===== src/rtl/mem_arbiter_if.sv =====
// mem_arbiter_if: requester handshakes and RAM port of the unified-RAM arbiter
interface mem_arbiter_if #(parameter int ADDR_W = 8, parameter int DATA_W = 32);
  logic if_req;
  logic [ADDR_W-1:0] if_addr;
  logic if_gnt;
  logic if_done;
  logic [DATA_W-1:0] if_rdata;
  logic d_req;
  logic d_we;
  logic [ADDR_W-1:0] d_addr;
  logic [DATA_W-1:0] d_wdata;
  logic d_gnt;
  logic d_done;
  logic [DATA_W-1:0] d_rdata;
  logic [ADDR_W-1:0] ram_addr;
  logic [DATA_W-1:0] ram_wdata;
  logic ram_w_en;
  logic [DATA_W-1:0] ram_rdata;
  logic busy;
  logic owner;
  modport slave (
    input if_req, if_addr, d_req, d_we, d_addr, d_wdata, ram_rdata,
    output if_gnt, if_done, if_rdata, d_gnt, d_done, d_rdata,
    output ram_addr, ram_wdata, ram_w_en, busy, owner
  );
  modport master (
    output if_req, if_addr, d_req, d_we, d_addr, d_wdata, ram_rdata,
    input if_gnt, if_done, if_rdata, d_gnt, d_done, d_rdata,
    input ram_addr, ram_wdata, ram_w_en, busy, owner
  );
endinterface


===== src/rtl/mem_arbiter.sv =====
// mem_arbiter: fetch/data arbiter for a single-port RAM with fixed read latency
// and a starvation limit that forces fetch progress under sustained data traffic.
module mem_arbiter #(
  parameter int ADDR_W = 8,
  parameter int DATA_W = 32,
  parameter int RAM_LAT = 1,
  parameter int STARVE_MAX = 4
) (
  input logic clk,
  input logic rst_n,
  mem_arbiter_if.slave bus
);
  typedef enum logic [1:0] {IDLE, ACCESS, RESP} state_t;
  localparam logic [3:0] LAT_LAST = 4'(RAM_LAT - 1);
  localparam logic [3:0] STARVE_TOP = 4'(STARVE_MAX);
  state_t state;
  logic [3:0] lat_cnt, starve;
  logic we, owner, if_done, d_done, ram_w_en;
  logic [ADDR_W-1:0] ram_addr;
  logic [DATA_W-1:0] ram_wdata, if_rdata, d_rdata;
  logic idle, fetch_win, grant, rd_resp;
  always_comb begin
    idle = state == IDLE;
    fetch_win = bus.if_req && (!bus.d_req || starve == STARVE_TOP);
    grant = idle && (bus.if_req || bus.d_req);
    rd_resp = state == RESP && !we;
  end
  // grants are combinational so the requester sees acceptance in the request cycle
  assign bus.if_gnt = rst_n && grant && fetch_win;
  assign bus.d_gnt = rst_n && grant && !fetch_win;
  assign bus.if_done = if_done;
  assign bus.d_done = d_done;
  assign bus.if_rdata = rd_resp && !owner ? bus.ram_rdata : if_rdata;
  assign bus.d_rdata = rd_resp && owner ? bus.ram_rdata : d_rdata;
  assign bus.ram_addr = ram_addr;
  assign bus.ram_wdata = ram_wdata;
  assign bus.ram_w_en = ram_w_en;
  assign bus.busy = !idle;
  assign bus.owner = owner;
  always_ff @(posedge clk or negedge rst_n) begin
    if (!rst_n) begin
      state <= IDLE;
      lat_cnt <= '0;
      starve <= '0;
      we <= 1'b0;
      owner <= 1'b0;
      if_done <= 1'b0;
      d_done <= 1'b0;
      ram_w_en <= 1'b0;
      ram_addr <= '0;
      ram_wdata <= '0;
      if_rdata <= '0;
      d_rdata <= '0;
    end else begin
      case (state)
        IDLE: if (grant) begin
          state <= ACCESS;
          lat_cnt <= '0;
          owner <= !fetch_win;
          we <= !fetch_win && bus.d_we;
          ram_w_en <= !fetch_win && bus.d_we;
          ram_addr <= fetch_win ? bus.if_addr : bus.d_addr;
          if (!fetch_win) ram_wdata <= bus.d_wdata;
          starve <= (!fetch_win && bus.if_req) ? (starve == STARVE_TOP ? starve : starve + 4'd1) : '0;
        end
        ACCESS: begin
          ram_w_en <= 1'b0;
          lat_cnt <= lat_cnt + 4'd1;
          if (lat_cnt == LAT_LAST) begin
            state <= RESP;
            if_done <= !owner;
            d_done <= owner;
          end
        end
        RESP: begin
          state <= IDLE;
          if_done <= 1'b0;
          d_done <= 1'b0;
          if (rd_resp && !owner) if_rdata <= bus.ram_rdata;
          if (rd_resp && owner) d_rdata <= bus.ram_rdata;
        end
        default: state <= IDLE;
      endcase
    end
  end
endmodule


===== src/flat_wrapper.sv =====
// flat-port wrapper written by rule: the top's interface ports become plain ports
module mem_arbiter_flat 
#(
  parameter int ADDR_W = 8,
  parameter int DATA_W = 32,
  parameter int RAM_LAT = 1,
  parameter int STARVE_MAX = 4
)
  (clk, rst_n, bus_if_req, bus_if_addr, bus_d_req, bus_d_we, bus_d_addr, bus_d_wdata, bus_ram_rdata, bus_if_gnt, bus_if_done, bus_if_rdata, bus_d_gnt, bus_d_done, bus_d_rdata, bus_ram_addr, bus_ram_wdata, bus_ram_w_en, bus_busy, bus_owner);
  mem_arbiter_if #(.ADDR_W(ADDR_W), .DATA_W(DATA_W)) bus_i ();
  input logic clk;
  input logic rst_n;
  input wire logic [$bits(bus_i.if_req)-1:0] bus_if_req;
  input wire logic [$bits(bus_i.if_addr)-1:0] bus_if_addr;
  input wire logic [$bits(bus_i.d_req)-1:0] bus_d_req;
  input wire logic [$bits(bus_i.d_we)-1:0] bus_d_we;
  input wire logic [$bits(bus_i.d_addr)-1:0] bus_d_addr;
  input wire logic [$bits(bus_i.d_wdata)-1:0] bus_d_wdata;
  input wire logic [$bits(bus_i.ram_rdata)-1:0] bus_ram_rdata;
  output wire logic [$bits(bus_i.if_gnt)-1:0] bus_if_gnt;
  output wire logic [$bits(bus_i.if_done)-1:0] bus_if_done;
  output wire logic [$bits(bus_i.if_rdata)-1:0] bus_if_rdata;
  output wire logic [$bits(bus_i.d_gnt)-1:0] bus_d_gnt;
  output wire logic [$bits(bus_i.d_done)-1:0] bus_d_done;
  output wire logic [$bits(bus_i.d_rdata)-1:0] bus_d_rdata;
  output wire logic [$bits(bus_i.ram_addr)-1:0] bus_ram_addr;
  output wire logic [$bits(bus_i.ram_wdata)-1:0] bus_ram_wdata;
  output wire logic [$bits(bus_i.ram_w_en)-1:0] bus_ram_w_en;
  output wire logic [$bits(bus_i.busy)-1:0] bus_busy;
  output wire logic [$bits(bus_i.owner)-1:0] bus_owner;
  assign bus_i.if_req = bus_if_req;
  assign bus_i.if_addr = bus_if_addr;
  assign bus_i.d_req = bus_d_req;
  assign bus_i.d_we = bus_d_we;
  assign bus_i.d_addr = bus_d_addr;
  assign bus_i.d_wdata = bus_d_wdata;
  assign bus_i.ram_rdata = bus_ram_rdata;
  assign bus_if_gnt = bus_i.if_gnt;
  assign bus_if_done = bus_i.if_done;
  assign bus_if_rdata = bus_i.if_rdata;
  assign bus_d_gnt = bus_i.d_gnt;
  assign bus_d_done = bus_i.d_done;
  assign bus_d_rdata = bus_i.d_rdata;
  assign bus_ram_addr = bus_i.ram_addr;
  assign bus_ram_wdata = bus_i.ram_wdata;
  assign bus_ram_w_en = bus_i.ram_w_en;
  assign bus_busy = bus_i.busy;
  assign bus_owner = bus_i.owner;
  mem_arbiter #(.ADDR_W(ADDR_W), .DATA_W(DATA_W), .RAM_LAT(RAM_LAT), .STARVE_MAX(STARVE_MAX)) u_core (.clk(clk), .rst_n(rst_n), .bus(bus_i));
endmodule

===== config.mk =====
export PLATFORM = sky130hd
export DESIGN_NAME = mem_arbiter_flat
export DESIGN_NICKNAME = d
export VERILOG_FILES = /design/src/rtl/mem_arbiter_if.sv /design/src/rtl/mem_arbiter.sv /design/src/flat_wrapper.sv
export SDC_FILE = /design/constraint.sdc
export NUM_CORES = 1
export LEC_CHECK = 0
export BUFFER_PORTS_ARGS = -buffer_cell sky130_fd_sc_hd__buf_2
export CELL_PAD_IN_SITES_DETAIL_PLACEMENT = 0
export CELL_PAD_IN_SITES_GLOBAL_PLACEMENT = 1
export CORE_MARGIN = 10
export CORE_UTILIZATION = 40
export CTS_CLUSTER_SIZE = 8
export DETAILED_ROUTE_END_ITERATION = 8
export MAX_ROUTING_LAYER = met4
export PLACE_DENSITY_LB_ADDON = 0.25
export SKIP_LAST_GASP = 1
export SLEW_MARGIN = 20
export SYNTH_ARGS = -nofsm -noshare
export SYNTH_HDL_FRONTEND = slang
export SYNTH_SLANG_ARGS = --single-unit

===== constraint.sdc =====
create_clock -name clk -period 2.7 [get_ports clk]
set_input_delay 0.405 -clock clk [delete_from_list [all_inputs] [get_ports clk]]
set_output_delay 0.405 -clock clk [all_outputs]
set_load 0.05 [all_outputs]

**After elaboration in Yosys (flattened, before gate mapping)**

Index checks and enable logic that the tools add are counted.

- Reductions and logical operators: 27
- Eq/ne operators: 6
- Muxes and demuxes: 16
- Bitwise logic cells: 1
- Add/subtract/negate cells: 2

Operator list:

| kind | count |
|---|---|
| $mux W32 | 2 |
| $mux W4 | 3 |
| $logic_and A1 B1 Y1 | 10 |
| $add A4 B1 Y4 const B | 2 |
| $mux W8 | 1 |
| $pmux W4 S2 | 1 |
| $reduce_and A2 Y1 | 4 |
| $pmux W1 S2 | 3 |
| $reduce_and A3 Y1 | 2 |
| $logic_not A1 Y1 | 5 |
| $eq A4 B3 Y1 const B | 1 |
| $logic_not A4 Y1 | 1 |
| $mux W2 | 2 |
| $ne A2 B2 Y1 const B | 2 |
| $pmux W2 S2 | 1 |
| $reduce_bool A2 Y1 | 2 |
| $mux W1 | 3 |
| $eq A2 B1 Y1 const B | 1 |
| $eq A2 B2 Y1 const B | 1 |
| $logic_not A2 Y1 | 1 |
| $logic_or A1 B1 Y1 | 2 |
| $ne A2 B1 Y1 const B | 1 |
| $not A1 Y1 | 1 |

- Input bits: 85
- Register bits: 119
- Output and inout port bits: 111
- Word-level logic and storage cells: 64

**Longest topological paths before layout**

Gate-level depths: netlist of run 1.

- Word-level depth: 7
- Depth in mapped cells: 7
- Mapped depth without buffers: 6

**Least setup slack after synthesis of run 1**

Ideal clock, no wire load.

- Path kind: reg-to-output
- From: register u_core.owner (netlist: u_core.bus.owner)
- To: output port bus_d_rdata[0]
- Data required time: 2.295 ns
- Path buffers: 1
- Arrival time: 2.044 ns
- Setup slack: 0.251 ns
- Stages on the path, launching flop included: 5
- Cell sequence: dfrtp_1 -> inv_1 -> nor3_4 -> buf_6 -> mux2_1

- Cells in the longest elaborated chain, start to end: 2

Ends and longest elaborated chain:

| item | RTL line | text |
|---|---|---|
| start: declaration | mem_arbiter.sv:18 | `logic we, owner, if_done, d_done, ram_w_en;` |
| start signal: assignment | mem_arbiter.sv:59 | `owner <= !fetch_win;` |
| $logic_and A1 B1 Y1 | mem_arbiter.sv:34 | `assign bus.d_rdata = rd_resp && owner ? bus.ram_rdata : d_rdata;` |
| $mux W32 | mem_arbiter.sv:34 |  |
| end: declaration | flat_wrapper.sv:25 | `output wire logic [$bits(bus_i.d_rdata)-1:0] bus_d_rdata;` |

Every way passes these cells.

**Worst setup path in the final report of run 1**

- From: register u_core.state[0]
- To: output port bus_d_rdata[4]

- Cells in the longest elaborated chain, start to end: 4

Ends and longest elaborated chain:

| item | RTL line | text |
|---|---|---|
| start: declaration | mem_arbiter.sv:16 | `state_t state;` |
| start signal: assignment | mem_arbiter.sv:42 | `state <= IDLE;` |
| start signal: assignment | mem_arbiter.sv:57 | `state <= ACCESS;` |
| start signal: assignment | mem_arbiter.sv:70 | `state <= RESP;` |
| $eq A2 B2 Y1 | mem_arbiter.sv:26 | `rd_resp = state == RESP && !we;` |
| $logic_and A1 B1 Y1 | mem_arbiter.sv:26 |  |
| $logic_and A1 B1 Y1 | mem_arbiter.sv:34 |  |
| $mux W32 | mem_arbiter.sv:34 |  |

Every way passes these cells.

==> flow_summary.toml, run 1 <==
[clock_tree]
cts_tree = "built"
h-tree-depth = 4
clockBufferDepth = 2
path_clk_slew_ns = 0.05
clk_latency_ns = 0.41
cts-root-buf = "clkbuf_16"
clock-sinks = 119
cts_made_buffers = 17

[placed_design]
placed_cells = 746
dp_hpwl_mm = 10.3
port_buffers = 195
gp_congestion = 0.823

[worst_hold_path]
hp-class = "primary input to register"

[critical_path]
cp_top_family = "buffers and inverters"
cp_max_fo = 12
cp.buffers_inverters = 3
critPathCaptureType = "output port"
path_cells = "nand2b_4, nor3_4, buf_4, buf_12, mux2_2, buf_2"
crit_arrival_ns = 2.19
required_ns = 2.30
cp_slowest_cell = "dfrtp_1"
max_stage_delay_ns = 0.41
crit_type = "register to output port"
worstSetupStartpointType = "register"

[timing]
fmax_ghz = 0.385
hold_violations = 0
tns_ns = 0
skew_ns = 0.00575
holdWs_ns = 0.228
min_period_ns = 2.60
worst_pin_slew_ns = 0.631
finalSetupViolations = 0
slew_headroom_pct = 57.9
drv_slew = 0
post-route-period-util_pct = 96.2

[yosys]
synth_area_sq_um = 5520
async_flop_share_pct = 100
synth_edf_count = 0
synth-seq-cells = 119
seq_area_frac_synth_pct = 54.0
synth.distinct_cells = 36
avgSynthCellArea_sq_um = 14.2
synth_top_cell_by_area = "dfrtp_1"
ys_warn_count = 0
syn-num-nets = 477
synth_top_flop_cell = "dfrtp_1"
synth_top_area_share_pct = 54.0
syn_inst = 388
yosys-top-cells-area = "dfrtp_1 (54%), mux2_2 (30%), mux2_1 (2.2%)"

[floorplan]
core_region_area_sq_um = 13400
start_util_pct = 41.2
die_w_um = 137
ios = 196
die_h_um = 137
dieArea_sq_um = 18900
rows = 42

[route]
wirelength_mm = 14.5
top_layer = "met4"
wl_met2_mm = 6.79
ant_nets = 0
wl_per_cell_um = 18.5
drt_first_pass_iters = 4
wl_met1_mm = 6.03
dr_wl_met3_mm = 1.57
viasPerCell = 4.93
num_vias = 3876
drc = 0
drt-initial-drc-count = 141

[global_route]
gr-total-overflow = 0
grt_pass1_wl_mm = 22.2
grt_start_max_net_pins = 94
grt_pass1_vias = 4208
grt_usage_pct = 15.6
antenna_found_initial = 1

[final_layout]
drive_gt1_share_pct = 65.2
fin_util_pct = 55.8
finalNonFillerCells = 786
final_nets = 685
areaGrowthSynthToFinish_pct = 35.5

[status]
status = "complete, no violations"

[run]
cap_violations = 0
[cells in the final DEF, fill, tap and decap left out, types with 3 or more instances in the layout]
master / instances
nand2_1: 13
clkbuf_16: 20
ha_1: 4
a21oi_1: 16
clkinvlp_4: 4
o21ai_0: 7
clkbuf_8: 3
nor2_1: 10
buf_12: 4
mux2_1: 11
bufinv_16: 7
buf_4: 5
mux2_2: 147
buf_2: 194
inv_1: 7
dfrtp_1: 119
nand3_1: 7
[final timing paths]
check	from	slack [ns]	cells after the start	end
max	u_core.state[0]	0.10	6	bus_d_rdata[4]
min	bus_d_wdata[30]	0.23	2	u_core.bus.ram_wdata[30]
max reg2reg	u_core.state[1]	0.57	4	u_core.bus.ram_wdata[1]
min reg2reg	u_core.lat_cnt[3]	0.49	1	u_core.lat_cnt[3]
max in group asynchronous	rst_n	1.40	3	u_core.d_rdata[5]
min in group asynchronous	rst_n	0.46	2	u_core.bus.ram_wdata[23]
[per-layer routing]
layer | up-vias | track usage, %
li1 | 1812 | -
met1 | 1903 | 18.1
met4 | 0 | 5.80
met2 | 150 | 23.1
met3 | 11 | 7.57
met5 | - | -
[cell usage after synthesis (4+ instances only)]
cell type,instances
mux2_2,147
dfrtp_1,119
a21oi_1,16
nand2_1,13
mux2_1,11
buf_6,10
nor2_1,10
inv_1,7
nand3_1,7
o21ai_0,7
buf_4,6
ha_1,4
[state kept, by name, summed over array words and instances, names as in the netlist, 2 cells and up]
register and cells:
u_core.d_rdata 32, u_core.state 2, u_core.lat_cnt 4, u_core.bus.ram_wdata 32, u_core.if_rdata 32, u_core.starve 4
u_core.bus.ram_addr 8
[timing repair]
item                                   CTS  global route
endpoints found under the hold margin   26             0
hold buffers                             1             0
gates cloned                             0             3
buffers inserted                         0             3
setup endpoints to repair               14            38
pin swaps                                0             1
resized for setup                        2             5
[cell families after synthesis]
logic type,Yosys count,share of synthesized area (%)
flops,119,54.0
simple gates,45,4.88
mux,160,32.8
fa+ha+maj,4,0.907
compound gates,34,3.88
buf+inv,26,3.58
[per-stage QoR]
stage / area [sq um] / setup slack, ns
2_1_floorplan: 5520 / 0.251
3_3_place_gp: 6630 / 0.495
3_5_place_dp: 6630 / 0.436
4_1_cts: 7360 / 0.0532
5_1_grt: 7480 / -0.00231
6_report: 7480 / 0.103
[cell type report]
cell class              instances  area, sq um
clock buffers                  20          467
well taps                     176          220
repair buffers                208         1190
clock inverters                12          245
fillers                      1128         5920
diodes                          1         2.50
inverters                       7         26.3
multi-input cells             243         2350
flip-flops and latches        119         2980
Power of run 1 is not shown: default switching activity piles up to over one toggle a cycle in this logic, so the estimate is an artifact.
==> inputs of run 2 (changes only) <==
Settings changed: GPL_TIMING_DRIVEN set to 0.
==> flow_summary.toml, run 2 (same netlist as run 1, synthesis figures left out) <==
[timing]
tns_ns = 0
slew_headroom_pct = 61.0
rsz0062_at_grt = "false"
setup_ws_ns = 0.155
post-route-period-util_pct = 94.3
min_period_ns = 2.54
hold_violations = 0
skew_ns = 0.00761
finalSetupViolations = 0
drv_slew = 0
fmax_ghz = 0.393
worst_pin_slew_ns = 0.585

[final_layout]
final_nets = 699
drive_gt1_share_pct = 65.5
layout_common_cells = "buf_2 (194), mux2_2 (147), dfrtp_1 (119), clkbuf_16 (17), a21oi_1 (16)"
layout_commonest_cell = "buf_2"
top_regs = "u_core.bus.ram_wdata: 32 flops, u_core.d_rdata: 32 flops, u_core.if_rdata: 32 flops"
areaGrowthSynthToFinish_pct = 35.6

[worst_hold_path]
hp-class = "primary input to register"

[floorplan]
ios = 196
start_util_pct = 41.2
die_w_um = 137
core_region_area_sq_um = 13400
die_h_um = 137
rows = 42
dieArea_sq_um = 18900

[clock_tree]
clock-sinks = 119
path_clk_slew_ns = 0.06
cts-root-buf = "clkbuf_16"
cts_made_buffers = 17
clockBufferDepth = 2
h-tree-depth = 4
cts_tree = "built"
clk_latency_ns = 0.42

[global_route]
grt_pass1_vias = 4373
grt_usage_pct = 16.2
grt_pass1_wl_mm = 22.9
antenna_found_initial = 1
gr-total-overflow = 0
grt_start_max_net_pins = 62

[route]
ant_nets = 0
num_vias = 3917
wirelength_mm = 14.8
drt_first_pass_iters = 4
wl_per_cell_um = 18.5
drc = 0
viasPerCell = 4.90
drt-initial-drc-count = 134

[critical_path]
crit_type = "register to output port"
crit_end = "bus_d_rdata[3]"
required_ns = 2.30
critPathCaptureType = "output port"
r2r-end = "u_core.bus.ram_wdata[24]"
r2r_cells = 7
timing.critical_path.from = "u_core.state[0]"
cp_max_fo = 10
r2r_slack_ns = 0.81
r2r-start = "u_core.starve[0]"
crit_arrival_ns = 2.14
worstSetupStartpointType = "register"

[placed_design]
dp_hpwl_mm = 11.1
post-place-ws_ns = 0.182
port_buffers = 195
gp_congestion = 0.786

[run]
cap_violations = 0

[status]
status = "complete, no violations"
==> run 2: cell types whose count changed in the layout (fill, tap and decap cells not counted) <==
cell,before,now
buf_12,4,2
buf_4,5,8
clkbuf_1,0,3
buf_8,1,0
clkinvlp_4,4,0
buf_16,0,1
buf_6,0,13
bufinv_16,7,4
clkbuf_16,20,17
clkbuf_8,3,4
clkbuf_4,0,2
clkinv_2,1,5
==> run 2: routing by layer <==
metal  up-vias  track usage [%]  part of all wire (%)
li1       1845                -                     -
met1      1902             19.0                    43
met4         0             6.50                   1.6
met5         -                -                     0
met3        19             6.88                   9.9
met2       151             24.1                    45
==> run 2: cell type report <==
| class | count | area (sq um) |
|---|---|---|
| fillers | 1138 | 5920 |
| flip-flops and latches | 119 | 2980 |
| multi-input cells | 243 | 2350 |
| repair buffers | 203 | 1090 |
| clock buffers | 23 | 488 |
| well taps | 176 | 220 |
| plain buffers | 19 | 179 |
| clock inverters | 9 | 145 |
| inverters | 7 | 26.3 |
| diodes | 1 | 2.50 |
==> run 2: how the worst min path moves through the flow <==
stage	from	slack, ns	cells after the start	end
final	bus_d_addr[0]	0.21	3	u_core.bus.ram_addr[0]
after global routing	bus_d_addr[0]	0.20	3	u_core.bus.ram_addr[0]
after CTS	bus_d_addr[0]	0.20	3	u_core.bus.ram_addr[0]
after detailed placement	rst_n	0.42	1	u_core.bus.ram_addr[7]
after global placement	u_core.bus.if_done	0.48	2	u_core.bus.if_done
after floorplan	rst_n	0.11	0	u_core.bus.d_done
==> run 2: metrics by stage <==
stage	cells	utilization, %	area [sq um]	hold WS [ns]
after floorplan	388	-	5520	0.109
after global placement	759	50.1	6710	0.481
after detailed placement	760	50.4	6750	0.420
after CTS	799	55.7	7460	0.200
after global routing	800	55.8	7480	0.202
final	800	55.8	7480	0.212
==> run 2: timing repair <==
| item | in CTS | in global routing |
|---|---|---|
| resized for setup | 0 | 6 |
| hold buffers | 1 | 0 |
| setup buffers | 6 | 0 |
| gates cloned | 0 | 0 |
| setup endpoints to repair | 64 | 64 |
| hold endpoints to repair | 37 | 0 |
| pin swaps | 2 | 0 |
==> run 2: critical path: stages (launching register included) <==
cell and delay (ns):
dfrtp_1 0.40, nand2b_4 0.18, nor3_4 0.22, buf_12 0.16, buf_6 0.17, mux2_2 0.36
clkbuf_4 0.22
Power of run 2 is left out for the same reason.
==> inputs of run 3 (changes only) <==
Settings changed: CORE_MARGIN 10 to 2, CORE_UTILIZATION 40 to 36.
Clock period 2.7 ns to 2.27 ns, I/O delays scaled along.
==> flow_summary.toml, run 3 (same netlist as run 1, synthesis figures left out) <==
[worst_hold_path]
hp-class = "primary input to register"
hold_depth = 3
min_to = "u_core.bus.ram_addr[4]"
worstHoldStart = "bus_d_addr[4]"

[floorplan]
rows = 45
die_h_um = 128
dieArea_sq_um = 16300
start_util_pct = 36.6
core_region_area_sq_um = 15100
die_w_um = 128
ios = 196

[critical_path]
r2r-end = "u_core.bus.ram_wdata[23]"
path_cells = "inv_1, nor3_4, buf_12, buf_12, mux2_2, buf_6"
r2r-start = "u_core.starve[0]"
critPathCaptureType = "output port"
cp_slowest_cell = "dfrtp_2"
worstSetupStartpointType = "register"
crit_type = "register to output port"
crit_path_frequent_cell = "buf_12"
cp_top_family = "buffers and inverters"
r2r_cells = 8
max_stage_delay_ns = 0.41
r2r_slack_ns = 0.42
cp.buffers_inverters = 4
crit_arrival_ns = 1.97
cp_max_fo = 10
required_ns = 1.93

[global_route]
antenna_found_initial = 1
gr-total-overflow = 0
grt_pass1_vias = 4185
grt_start_max_net_pins = 73
grt_usage_pct = 17.5
grt_pass1_wl_mm = 21.4

[timing]
fmax_ghz = 0.434
tns_ns = -0.756
min_period_ns = 2.31
slew_headroom_pct = 71.9
post-route-period-util_pct = 102
skew_ns = 0.00803
drv_slew = 0
rsz0062_at_grt = "true"
setup_ws_ns = -0.0365
worst_pin_slew_ns = 0.421
finalSetupViolations = 43
hold_violations = 0

[route]
wirelength_mm = 13.9
viasPerCell = 4.84
ant_nets = 0
drt_first_pass_iters = 4
num_vias = 4031
drc = 0
drt-initial-drc-count = 119
wl_per_cell_um = 16.7

[clock_tree]
clockBufferDepth = 2
cts-root-buf = "clkbuf_16"
cts_tree = "built"
path_clk_slew_ns = 0.06
clock-sinks = 119
h-tree-depth = 4
cts_made_buffers = 17
clk_latency_ns = 0.41

[final_layout]
seq_area_sq_um = 2980
final_nets = 719
layout_common_cells = "mux2_2 (137), buf_2 (131), dfrtp_1 (118), buf_6 (57), buf_4 (25)"
drive_gt1_share_pct = 68.9
top_regs = "u_core.bus.ram_wdata: 32 flops, u_core.d_rdata: 32 flops, u_core.if_rdata: 32 flops"
multi_input_comb_area_sq_um = 2440
layout_commonest_cell = "mux2_2"
areaGrowthSynthToFinish_pct = 50.7
n_fill_cell = 1290

[placed_design]
port_buffers = 195
gp_congestion = 0.731
post-place-ws_ns = -0.126
dp_hpwl_mm = 9.10

[run]
cap_violations = 0

[status]
status = "finished, violations left"
violations = "setup timing"
run 3: worst register-to-register path, stage by stage, from the launching register on:
cell and delay (ns):
dfrtp_1 0.38, inv_1 0.08, ha_2 0.20, nand3b_4 0.10
a21boi_4 0.06, buf_4 0.18, nor2_8 0.20, buf_6 0.19
mux2_2 0.34
run 3: area by class of cell:
| type | instances | share of cell area (%) |
|---|---|---|
| diodes | 1 | 0.0301 |
| repair buffers | 224 | 21.1 |
| well taps | 188 | 2.83 |
| flip-flops and latches | 119 | 35.8 |
| plain buffers | 18 | 3.04 |
| clock inverters | 15 | 2.45 |
| clock buffers | 17 | 5.12 |
| inverters | 7 | 0.316 |
| multi-input cells | 243 | 29.3 |
run 3: repair_timing:
action | CTS | global route
buffers inserted | 11 | 13
pin swaps | 3 | 2
cloned | 0 | 2
hold endpoints to repair | 69 | 34
endpoints found under the setup margin | 66 | 66
gates resized for setup | 154 | 39
run 3: how the worst max path moves through the flow:
stage / depth (start not counted) / start / end / slack, ns
floorplan: 4 / u_core.bus.owner / bus_d_rdata[0] / 0.08
global placement: 3 / rst_n / bus_if_gnt / -1.12
detailed placement: 5 / u_core.state[0] / bus_d_rdata[7] / -0.13
CTS: 6 / u_core.state[0] / bus_d_rdata[7] / -0.13
global route: 6 / u_core.bus.owner / bus_d_rdata[7] / -0.12
finish: 6 / u_core.bus.owner / bus_d_rdata[8] / -0.04
run 3: per-stage QoR:
step	hold WS [ns]	cells	area, sq um	utilization (%)
global route	0.128	832	8310	55.1
finish	0.156	832	8310	55.1
CTS	-0.0426	814	8000	53.0
floorplan	0.0449	388	5520	-
detailed placement	0.410	772	6760	44.8
global placement	0.480	771	6730	44.6
run 3: layer usage:
layer	track usage, %	share of wire [%]
met5	-	0
met4	5.62	1.0
met3	6.01	7.3
met2	25.6	46
met1	22.8	45
Power of run 3 is left out for the same reason.
